===== config.mk =====
export PLATFORM = sky130hd
export DESIGN_NAME = drop_time_calc_flat
export DESIGN_NICKNAME = d
export VERILOG_FILES = /design/src/rtl/baggage_drop_pkg.sv /design/src/rtl/drop_time_calc_if.sv /design/src/rtl/drop_time_calc_isqrt.sv /design/src/rtl/drop_time_calc.sv /design/src/flat_wrapper.sv
export SDC_FILE = /design/constraint.sdc
export NUM_CORES = 1
export LEC_CHECK = 0
export ABC_CLOCK_PERIOD_IN_PS = 10900
export CAP_MARGIN = 10
export CORE_MARGIN = 4
export CORE_UTILIZATION = 60
export DETAILED_ROUTE_END_ITERATION = 7
export GPL_TIMING_DRIVEN = 0
export PLACE_DENSITY = 0.84
export RECOVER_POWER = 50
export SYNTH_ARGS = -nofsm -noshare
export SYNTH_HDL_FRONTEND = slang
export SYNTH_SLANG_ARGS = --single-unit

===== constraint.sdc =====
create_clock -name clk -period 10.9 [get_ports clk]
set_clock_uncertainty 0.1 [all_clocks]
set_input_delay 2.18 -clock clk [delete_from_list [all_inputs] [get_ports clk]]
set_output_delay 2.18 -clock clk [all_outputs]
set_load 0.03 [all_outputs]

===== src/rtl/baggage_drop_pkg.sv =====
// Package shared by the baggage-drop timing slice.
//   DEF_SENS_W / DEF_TIME_W / DEF_SCALE : default widths and height-to-radicand factor
//   SQRT_ITER                           : square-root iterations (one result bit each)
//   state_t                             : drop_time_calc FSM states (2-bit)
package baggage_drop_pkg;

  localparam int unsigned DEF_SENS_W = 8;
  localparam int unsigned DEF_TIME_W = 16;
  localparam int unsigned DEF_SCALE  = 400;
  localparam int unsigned SQRT_ITER  = DEF_TIME_W;

  typedef enum logic [1:0] {
    ST_IDLE = 2'd0,
    ST_LOAD = 2'd1,
    ST_ROOT = 2'd2,
    ST_DONE = 2'd3
  } state_t;

endpackage


===== src/rtl/drop_time_calc_if.sv =====
// Measurement request / result bundle for drop_time_calc.
//   master : drives start, sensor1..4, t_lim_in; observes busy, done, t_act, t_lim, drop_en
//   slave  : the calculator side (directions reversed)
interface drop_time_calc_if
  import baggage_drop_pkg::*;
#(
  parameter int unsigned SENS_W = DEF_SENS_W,
  parameter int unsigned TIME_W = DEF_TIME_W
);

  logic              start;
  logic [SENS_W-1:0] sensor1;
  logic [SENS_W-1:0] sensor2;
  logic [SENS_W-1:0] sensor3;
  logic [SENS_W-1:0] sensor4;
  logic [TIME_W-1:0] t_lim_in;
  logic              busy;
  logic              done;
  logic [TIME_W-1:0] t_act;
  logic [TIME_W-1:0] t_lim;
  logic              drop_en;

  modport master (
    output start, sensor1, sensor2, sensor3, sensor4, t_lim_in,
    input  busy, done, t_act, t_lim, drop_en
  );

  modport slave (
    input  start, sensor1, sensor2, sensor3, sensor4, t_lim_in,
    output busy, done, t_act, t_lim, drop_en
  );

endinterface


===== src/rtl/drop_time_calc_isqrt.sv =====
// Iterative restoring integer square root, one result bit per step, MSB first.
//   clk, rst_n : clock, asynchronous active-low reset
//   load       : latch radicand, clear root and remainder
//   step       : consume the top two radicand bits, produce one root bit
//   radicand   : 2*ROOT_W-bit input value
//   root_next  : root including the bit the current step produces; after the
//                final step this equals floor(sqrt(radicand))
module isqrt_iter
  import baggage_drop_pkg::*;
#(
  parameter int unsigned ROOT_W = DEF_TIME_W
) (
  input  logic                  clk,
  input  logic                  rst_n,
  input  logic                  load,
  input  logic                  step,
  input  logic [2*ROOT_W-1:0]   radicand,
  output logic [ROOT_W-1:0]     root_next
);

  logic [2*ROOT_W-1:0] rad_q;
  logic [ROOT_W-1:0]   root_q;
  logic [ROOT_W+1:0]   rem_q;
  logic [ROOT_W+1:0]   rem_next;
  logic [ROOT_W+3:0]   rem_sh;
  logic [ROOT_W+3:0]   trial;

  // The remainder never exceeds 2*root, so it fits ROOT_W+2 bits once the
  // trial subtraction has been applied; only the shifted copy needs two more.
  always_comb begin
    rem_sh = {rem_q, rad_q[2*ROOT_W-1 -: 2]};
    trial  = {2'b00, root_q, 2'b01};
    if (rem_sh >= trial) begin
      rem_next  = (ROOT_W+2)'(rem_sh - trial);
      root_next = {root_q[ROOT_W-2:0], 1'b1};
    end else begin
      rem_next  = rem_sh[ROOT_W+1:0];
      root_next = {root_q[ROOT_W-2:0], 1'b0};
    end
  end

  always_ff @(posedge clk or negedge rst_n) begin
    if (!rst_n) begin
      rad_q  <= '0;
      root_q <= '0;
      rem_q  <= '0;
    end else if (load) begin
      rad_q  <= radicand;
      root_q <= '0;
      rem_q  <= '0;
    end else if (step) begin
      rad_q  <= {rad_q[2*ROOT_W-3:0], 2'b00};
      root_q <= root_next;
      rem_q  <= rem_next;
    end
  end

endmodule


===== src/rtl/drop_time_calc.sv =====
// Baggage-drop timing front end: captures four height sensors and the limit
// time, averages the heights, and computes t_act = floor(sqrt(height*SCALE)).
//   clk, rst_n : clock, asynchronous active-low reset
//   bus.start  : measurement request, honoured only while idle
//   bus.sensor1..4, bus.t_lim_in : inputs captured together with start
//   bus.busy   : high from LOAD through DONE
//   bus.done   : one-cycle pulse, results newly updated
//   bus.t_act, bus.t_lim, bus.drop_en : registered results, held until next done
module drop_time_calc
  import baggage_drop_pkg::*;
#(
  parameter int unsigned SENS_W = DEF_SENS_W,
  parameter int unsigned TIME_W = DEF_TIME_W,
  parameter int unsigned SCALE  = DEF_SCALE
) (
  input  logic              clk,
  input  logic              rst_n,
  drop_time_calc_if.slave   bus
);

  localparam int unsigned SUM_W = SENS_W + 2;
  localparam int unsigned RAD_W = 2 * TIME_W;
  localparam int unsigned CNT_W = $clog2(TIME_W);

  state_t            state, state_next;
  logic [SENS_W-1:0] s1_q, s2_q, s3_q, s4_q;
  logic [TIME_W-1:0] lim_q;
  logic              nz_q;
  logic [CNT_W-1:0]  cnt_q;
  logic [TIME_W-1:0] t_act_q;
  logic [TIME_W-1:0] t_lim_q;
  logic              drop_en_q;

  logic [SUM_W-1:0]  sum;
  logic [SUM_W-1:0]  sum_rnd;
  logic [SENS_W-1:0] height;
  logic [RAD_W-1:0]  radicand;
  logic [TIME_W-1:0] root_next;
  logic              sq_load;
  logic              sq_step;
  logic              last_step;

  always_comb begin
    sum      = {2'b00, s1_q} + {2'b00, s2_q} + {2'b00, s3_q} + {2'b00, s4_q};
    sum_rnd  = sum + SUM_W'(2);
    height   = sum_rnd[SUM_W-1:2];
    radicand = RAD_W'(height) * RAD_W'(SCALE);
  end

  assign sq_load   = (state == ST_LOAD);
  assign sq_step   = (state == ST_ROOT);
  assign last_step = sq_step && (cnt_q == '0);

  isqrt_iter #(
    .ROOT_W (TIME_W)
  ) u_isqrt (
    .clk       (clk),
    .rst_n     (rst_n),
    .load      (sq_load),
    .step      (sq_step),
    .radicand  (radicand),
    .root_next (root_next)
  );

  always_ff @(posedge clk or negedge rst_n) begin
    if (!rst_n) state <= ST_IDLE;
    else        state <= state_next;
  end

  always_comb begin
    state_next = state;
    case (state)
      ST_IDLE: if (bus.start) state_next = ST_LOAD;
      ST_LOAD: state_next = ST_ROOT;
      ST_ROOT: if (cnt_q == '0) state_next = ST_DONE;
      ST_DONE: state_next = ST_IDLE;
      default: state_next = ST_IDLE;
    endcase
  end

  // Results are written on the edge that enters DONE, taking the final root
  // bit straight from the iterator, so they are valid while done is high.
  always_ff @(posedge clk or negedge rst_n) begin
    if (!rst_n) begin
      s1_q      <= '0;
      s2_q      <= '0;
      s3_q      <= '0;
      s4_q      <= '0;
      lim_q     <= '0;
      nz_q      <= 1'b0;
      cnt_q     <= '0;
      t_act_q   <= '0;
      t_lim_q   <= '0;
      drop_en_q <= 1'b0;
    end else begin
      if (state == ST_IDLE && bus.start) begin
        s1_q  <= bus.sensor1;
        s2_q  <= bus.sensor2;
        s3_q  <= bus.sensor3;
        s4_q  <= bus.sensor4;
        lim_q <= bus.t_lim_in;
      end
      if (sq_load) begin
        nz_q  <= (s1_q != '0) && (s2_q != '0) && (s3_q != '0) && (s4_q != '0);
        cnt_q <= CNT_W'(TIME_W - 1);
      end
      if (sq_step) begin
        cnt_q <= cnt_q - CNT_W'(1);
      end
      if (last_step) begin
        t_act_q   <= root_next;
        t_lim_q   <= lim_q;
        drop_en_q <= nz_q;
      end
    end
  end

  assign bus.busy    = (state != ST_IDLE);
  assign bus.done    = (state == ST_DONE);
  assign bus.t_act   = t_act_q;
  assign bus.t_lim   = t_lim_q;
  assign bus.drop_en = drop_en_q;

endmodule


===== src/flat_wrapper.sv =====
// flat-port wrapper written by rule: the top's interface ports become plain ports
module drop_time_calc_flat import baggage_drop_pkg::*;
#(
  parameter int unsigned SENS_W = DEF_SENS_W,
  parameter int unsigned TIME_W = DEF_TIME_W,
  parameter int unsigned SCALE  = DEF_SCALE
)
  (clk, rst_n, bus_start, bus_sensor1, bus_sensor2, bus_sensor3, bus_sensor4, bus_t_lim_in, bus_busy, bus_done, bus_t_act, bus_t_lim, bus_drop_en);
  drop_time_calc_if #(.SENS_W(SENS_W), .TIME_W(TIME_W)) bus_i ();
  input  logic clk;
  input  logic rst_n;
  input wire logic [$bits(bus_i.start)-1:0] bus_start;
  input wire logic [$bits(bus_i.sensor1)-1:0] bus_sensor1;
  input wire logic [$bits(bus_i.sensor2)-1:0] bus_sensor2;
  input wire logic [$bits(bus_i.sensor3)-1:0] bus_sensor3;
  input wire logic [$bits(bus_i.sensor4)-1:0] bus_sensor4;
  input wire logic [$bits(bus_i.t_lim_in)-1:0] bus_t_lim_in;
  output wire logic [$bits(bus_i.busy)-1:0] bus_busy;
  output wire logic [$bits(bus_i.done)-1:0] bus_done;
  output wire logic [$bits(bus_i.t_act)-1:0] bus_t_act;
  output wire logic [$bits(bus_i.t_lim)-1:0] bus_t_lim;
  output wire logic [$bits(bus_i.drop_en)-1:0] bus_drop_en;
  assign bus_i.start = bus_start;
  assign bus_i.sensor1 = bus_sensor1;
  assign bus_i.sensor2 = bus_sensor2;
  assign bus_i.sensor3 = bus_sensor3;
  assign bus_i.sensor4 = bus_sensor4;
  assign bus_i.t_lim_in = bus_t_lim_in;
  assign bus_busy = bus_i.busy;
  assign bus_done = bus_i.done;
  assign bus_t_act = bus_i.t_act;
  assign bus_t_lim = bus_i.t_lim;
  assign bus_drop_en = bus_i.drop_en;
  drop_time_calc #(.SENS_W(SENS_W), .TIME_W(TIME_W), .SCALE(SCALE)) u_core (.clk(clk), .rst_n(rst_n), .bus(bus_i));
endmodule

==> flow_summary_export.csv, run 1 <==
group,metric,value,unit
run_status,violations,"max-capacitance violations, max-slew violations",
setup_path,crit_required,11.16,ns
route,first_pass_iters,5,
floorplanning,core,13800,sq um
cells_and_area,drive_gt1_frac,0.144,
synthesis,yosysWarnings,0,
synthesis,synthArstFlopShare,1.00,
route,ant_nets,0,
timing,fin_crit,6.32,ns
setup_path,cp_top_family,"adder cells",
floorplanning,die_w,127,um
synthesis,synth_top_area_cell,"dfrtp_1",
synthesis,synth-edff-count,0,
timing,relSlewSlack,-1.10,
synthesis,synthMostInstantiatedCell,"dfrtp_1",
clock_network,h-tree-depth,4,
setup_path,worst_path_max_delay_cell,"fa_1",
synthesis,syn_nets,916,
cells_and_area,syn_to_final_growth,19.6,%
timing,drv_slew,55,
setup_path,endpoint_kind,"flop",
cells_and_area,layout.nets,1021,
route,first_iter_violations,396,
clock_network,clock_latency,0.43,ns
synthesis,synth_cell_types,57,
clock_network,clockBufferDepth,2,
synthesis,syn_area,8450,sq um
setup_path,critPathArrivalTime,6.57,ns
synthesis,netlist_top_cells_count,"150 x dfrtp_1, 81 x mux2_2, 79 x inv_1",
placement,dp_hpwl,13.1,mm
worst_hold_path,hold_path_depth,2,
clock_network,cts_sinks,150,
setup_path,cp.depth,26,
cells_and_area,antenna_cells,0,
synthesis,synth_cells,787,
floorplanning,initial_core_util,0.611,
global_route,grt_pass1_wl,31.5,mm
setup_path,reg2reg_depth,26,
placement,routabilityCongestion,0.856,
synthesis,ys.flop_type,"dfrtp_1",
timing,post-route-period-util,0.579,
global_route,track_usage,0.246,
setup_path,worst-r2r-setup-slack,4.58,ns
route,route.detailed.drc,0,
placement,numPortBuffers,85,
setup_path,start_kind,"flop",
global_route,grt_pass1_vias,6329,
clock_network,cts_buffers,17,
route,wl_per_cell,17.4,um
synthesis,synth-seq-cells,150,
floorplanning,die_area,16000,sq um
clock_network,cts-root-buf,"clkbuf_16",
setup_path,path_buf_inv,4,
synthesis,synthTopCellsByArea,"dfrtp_1 44%, mux2_2 11%, ha_1 10%",
run,cap_violations,1,
synthesis,netlist.area_leader.share,0.444,
setup_path,critical-path-max-stage-delay,0.49,ns
floorplanning,ioPinCount,86,
route,vias,6275,
setup_path,crit_path_max_fanout,5,
timing,setup-tns-final,0,ns
run_status,run_status,"finished, violations left",
worst_hold_path,hold_class,"reg -> reg",
floorplanning,die_h,127,um
clock_network,cts_tree,"done",
route,routed_wl,18.9,mm
floorplanning,rows,43,
clock_network,post-cts-setup-buffers,0,
setup_path,worstSetupPathType,"reg -> reg",
route,viasPerCell,5.79,
global_route,antenna_found_initial,0,
timing,fmax,0.158,GHz
timing,worst-slew-pin-transition,3.14,ns
timing,setup_viol,0,
timing,hold_viol_final,0,
synthesis,syn_avg_cell_area,10.7,sq um
clock_network,cts_resized,0,
clock_network,post_cts_hold_buffer_count,0,
global_route,grt-ovfl-total,0,
clock_network,clk_pin_slew,0.06,ns
timing,rsz0062_at_grt,"false",
global_route,grt_max_degree,97,
synthesis,ys_seq_area_frac,0.444,
==> state kept, by name (all words and copies together), names as in the netlist, 8 cells and up <==
signal	count
u_core.bus.t_lim	16
u_core.s2_q	8
u_core.u_isqrt.rem_q	18
u_core.s4_q	8
u_core.bus.t_act	16
u_core.u_isqrt.root_q	16
u_core.u_isqrt.rad_q	28
u_core.lim_q	16
u_core.s1_q	8
u_core.s3_q	8
==> metrics by stage <==
stage               std cells  hold slack (ns)  setup slack (ns)   util  area (sq um)
floorplan                 787            0.338              5.22      -          8450
global placement         1052            0.354              1.60  0.689          9520
detailed placement       1053            0.360              4.66  0.691          9550
CTS                      1084            0.373              4.58  0.732         10100
global route             1084            0.403              4.09  0.731         10100
finish                   1084            0.373              4.58  0.731         10100
==> kinds of logic after synthesis <==
logic type      Yosys count  share of synthesized area
simple gates            155                     0.0916
flops                   150                      0.444
fa+ha+maj                78                      0.124
buf+inv                 113                     0.0513
compound gates          155                      0.121
mux                      99                      0.129
xor+xnor                 37                     0.0384
==> placed cells by master, fill, tap and decap left out, types with 9 or more instances in the layout <==
cell type,synthesis,layout
a21o_1,11,11
a21oi_1,39,39
a31o_2,12,12
clkbuf_1,24,30
clkbuf_16,0,17
clkdlybuf4s50_1,0,84
dfrtp_1,150,150
fa_1,10,10
ha_1,68,68
inv_1,79,79
mux2_2,81,81
mux2i_1,18,18
nand2_1,35,35
nand3_1,25,25
nor2_1,34,34
nor2b_1,17,17
nor4_1,9,9
o21ai_0,43,43
o2bb2ai_1,11,11
xnor2_1,25,25
xor2_1,12,12
==> path summary, 6_finish.rpt <==
kind	start	endpoint
max in group asynchronous	rst_n	u_core.u_isqrt.root_q[7]
min reg2reg	u_core.u_isqrt.rad_q[4]	u_core.u_isqrt.rad_q[4]
min	u_core.u_isqrt.rad_q[4]	u_core.u_isqrt.rad_q[4]
min in group asynchronous	rst_n	u_core.u_isqrt.rad_q[21]
max	u_core.s2_q[1]	u_core.u_isqrt.rad_q[16]
max reg2reg	u_core.s2_q[1]	u_core.u_isqrt.rad_q[16]
==> cell type report <==
class                           count  area, sq um
Clock inverter                     12          121
Timing Repair Buffer               86          872
Buffer                             33          133
Clock buffer                       19          443
Tap cell                          180          225
Inverter                           80          300
Fill cell                         939         3730
Multi-Input combinational cell    524         4250
Sequential cell                   150         3750
==> tightest hold or removal path: stages (launching register included) <==
cell and delay (ns):
dfrtp_1 0.34, nand2_1 0.05, nand2_1 0.05
==> metal layers <==
| layer | global-route usage | part of all wire | vias to the layer above |
|---|---|---|---|
| li1 | - | - | 2967 |
| met1 | 0.311 | 0.42 | 3089 |
| met2 | 0.414 | 0.50 | 194 |
| met3 | 0.0669 | 0.065 | 25 |
| met4 | 0.0738 | 0.015 | 0 |
| met5 | 0 | 0 | - |
Power of run 1 is not shown: default switching activity piles up to over one toggle a cycle in this logic, so the estimate is an artifact.
==> run 2, diff against run 1 <==
--- a/config.mk
+++ b/config.mk
@@ -5,13 +5,13 @@
 export SDC_FILE = /design/constraint.sdc
 export NUM_CORES = 1
 export LEC_CHECK = 0
-export ABC_CLOCK_PERIOD_IN_PS = 10900
+export ABC_CLOCK_PERIOD_IN_PS = 6500
 export CAP_MARGIN = 10
 export CORE_MARGIN = 4
-export CORE_UTILIZATION = 60
+export CORE_UTILIZATION = 58
 export DETAILED_ROUTE_END_ITERATION = 7
 export GPL_TIMING_DRIVEN = 0
-export PLACE_DENSITY = 0.84
+export PLACE_DENSITY = 0.81
 export RECOVER_POWER = 50
 export SYNTH_ARGS = -nofsm -noshare
 export SYNTH_HDL_FRONTEND = slang
==> constraint.sdc (replaced) <==
create_clock -name clk -period 6.5 [get_ports clk]
set_clock_uncertainty 0.1 [all_clocks]
set_input_delay 1.3 -clock clk [delete_from_list [all_inputs] [get_ports clk]]
set_output_delay 1.3 -clock clk [all_outputs]
set_load 0.03 [all_outputs]
==> run 2 against run 1 <==
Count of clock-buffer cells in the layout down 2. Highest routed layer unchanged. Critical endpoint unchanged. Cell count stayed put. The flow still finishes with violations (max-capacitance violations, max-slew violations). Via count barely moved.
==> flow_summary_export.csv, run 2 (synthesized netlist as in run 1, its figures left out) <==
group,metric,value,unit
floorplanning,die_area,16600,sq um
timing,relSlewSlack,-0.886,
cells_and_area,largestRegisters,"u_core.u_isqrt.rad_q (28), u_core.u_isqrt.rem_q (18)",
setup_path,worst-r2r-setup-slack,0.46,ns
clock_network,clk_pin_slew,0.07,ns
clock_network,post_cts_hold_buffer_count,0,
global_route,track_usage,0.247,
clock_network,cts-root-buf,"clkbuf_16",
timing,rsz0062_at_grt,"false",
cells_and_area,syn_to_final_growth,20.2,%
setup_path,critPathArrivalTime,6.31,ns
setup_path,cp_common_cell,"ha_1",
route,routed_wl,19.5,mm
setup_path,start_kind,"flop",
floorplanning,ioPinCount,86,
floorplanning,initial_core_util,0.599,
global_route,grt_pass1_wl,32.5,mm
run_status,run_status,"finished, violations left",
clock_network,cts_tree,"done",
floorplanning,die_h,129,um
route,wl_per_cell,18.0,um
clock_network,clock_latency,0.44,ns
placement,routabilityCongestion,0.892,
timing,worst-slew-pin-transition,2.83,ns
setup_path,endpoint_kind,"flop",
clock_network,h-tree-depth,4,
global_route,grt_max_degree,100,
worst_hold_path,hold_class,"reg -> reg",
cells_and_area,max_flop_register,"u_core.u_isqrt.rad_q",
timing,drv_slew,153,
cells_and_area,layout.nets,1020,
placement,numPortBuffers,85,
floorplanning,core,14100,sq um
floorplanning,die_w,129,um
cells_and_area,layout_common_cells,"150 x dfrtp_1, 83 x clkdlybuf4s50_1, 81 x mux2_2",
setup_path,worstSetupPathType,"reg -> reg",
clock_network,cts_buffers,17,
setup_path,worst_path_max_delay_cell,"fa_1",
global_route,grt_pass1_vias,6605,
cells_and_area,antenna_cells,0,
global_route,antenna_found_initial,0,
route,vias,6273,
placement,dp_hpwl,14.2,mm
timing,fmax,0.166,GHz
placement,place_area,9550,sq um
global_route,grt-ovfl-total,0,
cells_and_area,layout_commonest_cell,"dfrtp_1",
route,ant_nets,0,
timing,fin_crit,6.04,ns
run,cap_violations,2,
timing,post-route-period-util,0.929,
route,viasPerCell,5.79,
clock_network,cts_resized,0,
clock_network,clockBufferDepth,2,
route,route.detailed.drc,0,
route,first_pass_iters,6,
floorplanning,rows,43,
setup_path,crit_path_max_fanout,5,
run_status,violations,"max-capacitance violations, max-slew violations",
clock_network,cts_sinks,150,
cells_and_area,drive_gt1_frac,0.150,
clock_network,post-cts-setup-buffers,0,
setup_path,critical-path-max-stage-delay,0.50,ns
timing,hold_viol_final,0,
timing,setup_viol,0,
setup_path,crit_required,6.77,ns
cells_and_area,largest_register_ffs,28,
route,first_iter_violations,323,
cells_and_area,stdcell_area,10200,sq um
[run 2: changes by cell type in the layout (fill, tap and decap cells not counted), moves of 2 or more]
cell	previous run	this run
clkinv_4	5	0
a21boi_1	0	2
buf_1	3	5
inv_8	0	4
clkinv_8	0	4
a21boi_0	2	0
clkbuf_1	30	26
[run 2: final cells by class]
cell class	instances	area, sq um
tap	180	225
buffer	32	129
timing repair buffer	86	850
inverter	80	300
clock inverter	15	188
multi-input combinational	524	4280
sequential	150	3750
clock buffer	17	425
fill	1013	3940
[run 2: worst max-delay path, delay by kind of cell, from the launching register on]
family / cells / cell delay, ns
xor+xnor: 1 / 0.21
flops: 1 / 0.43
buf+inv: 4 / 0.22
simple gates: 3 / 0.45
fa+ha+maj: 7 / 2.46
compound gates: 11 / 2.06
[run 2: final timing paths]
kind,from,to,depth (start not counted)
setup / recovery,u_core.s2_q[1],u_core.u_isqrt.rad_q[16],26
hold / removal,u_core.u_isqrt.rad_q[4],u_core.u_isqrt.rad_q[4],2
setup reg to reg,u_core.s2_q[1],u_core.u_isqrt.rad_q[16],26
hold reg to reg,u_core.u_isqrt.rad_q[4],u_core.u_isqrt.rad_q[4],2
max in group asynchronous,rst_n,u_core.s2_q[4],2
min in group asynchronous,rst_n,u_core.u_isqrt.rad_q[21],1
[run 2: routing by layer]
layer | track usage | vias to the layer above | share of wire
li1 | - | 2956 | -
met1 | 0.316 | 3100 | 0.43
met2 | 0.413 | 179 | 0.50
met3 | 0.0614 | 38 | 0.051
met4 | 0.0797 | 0 | 0.021
met5 | 0 | - | 0
[run 2: stage by stage]
| stage | TNS, ns | cells | hold slack, ns | worst slack (ns) | util |
|---|---|---|---|---|---|
| 2_1_floorplan | 0 | 787 | 0.338 | 0.824 | - |
| 3_3_place_gp | -265.84 | 1052 | 0.353 | -1.79 | 0.675 |
| 3_5_place_dp | 0 | 1053 | 0.364 | 0.228 | 0.678 |
| 4_1_cts | 0 | 1085 | 0.378 | 0.119 | 0.721 |
| 5_1_grt | 0 | 1084 | 0.412 | 0.0564 | 0.720 |
| 6_report | 0 | 1084 | 0.373 | 0.461 | 0.720 |
Power of run 2 is left out for the same reason.
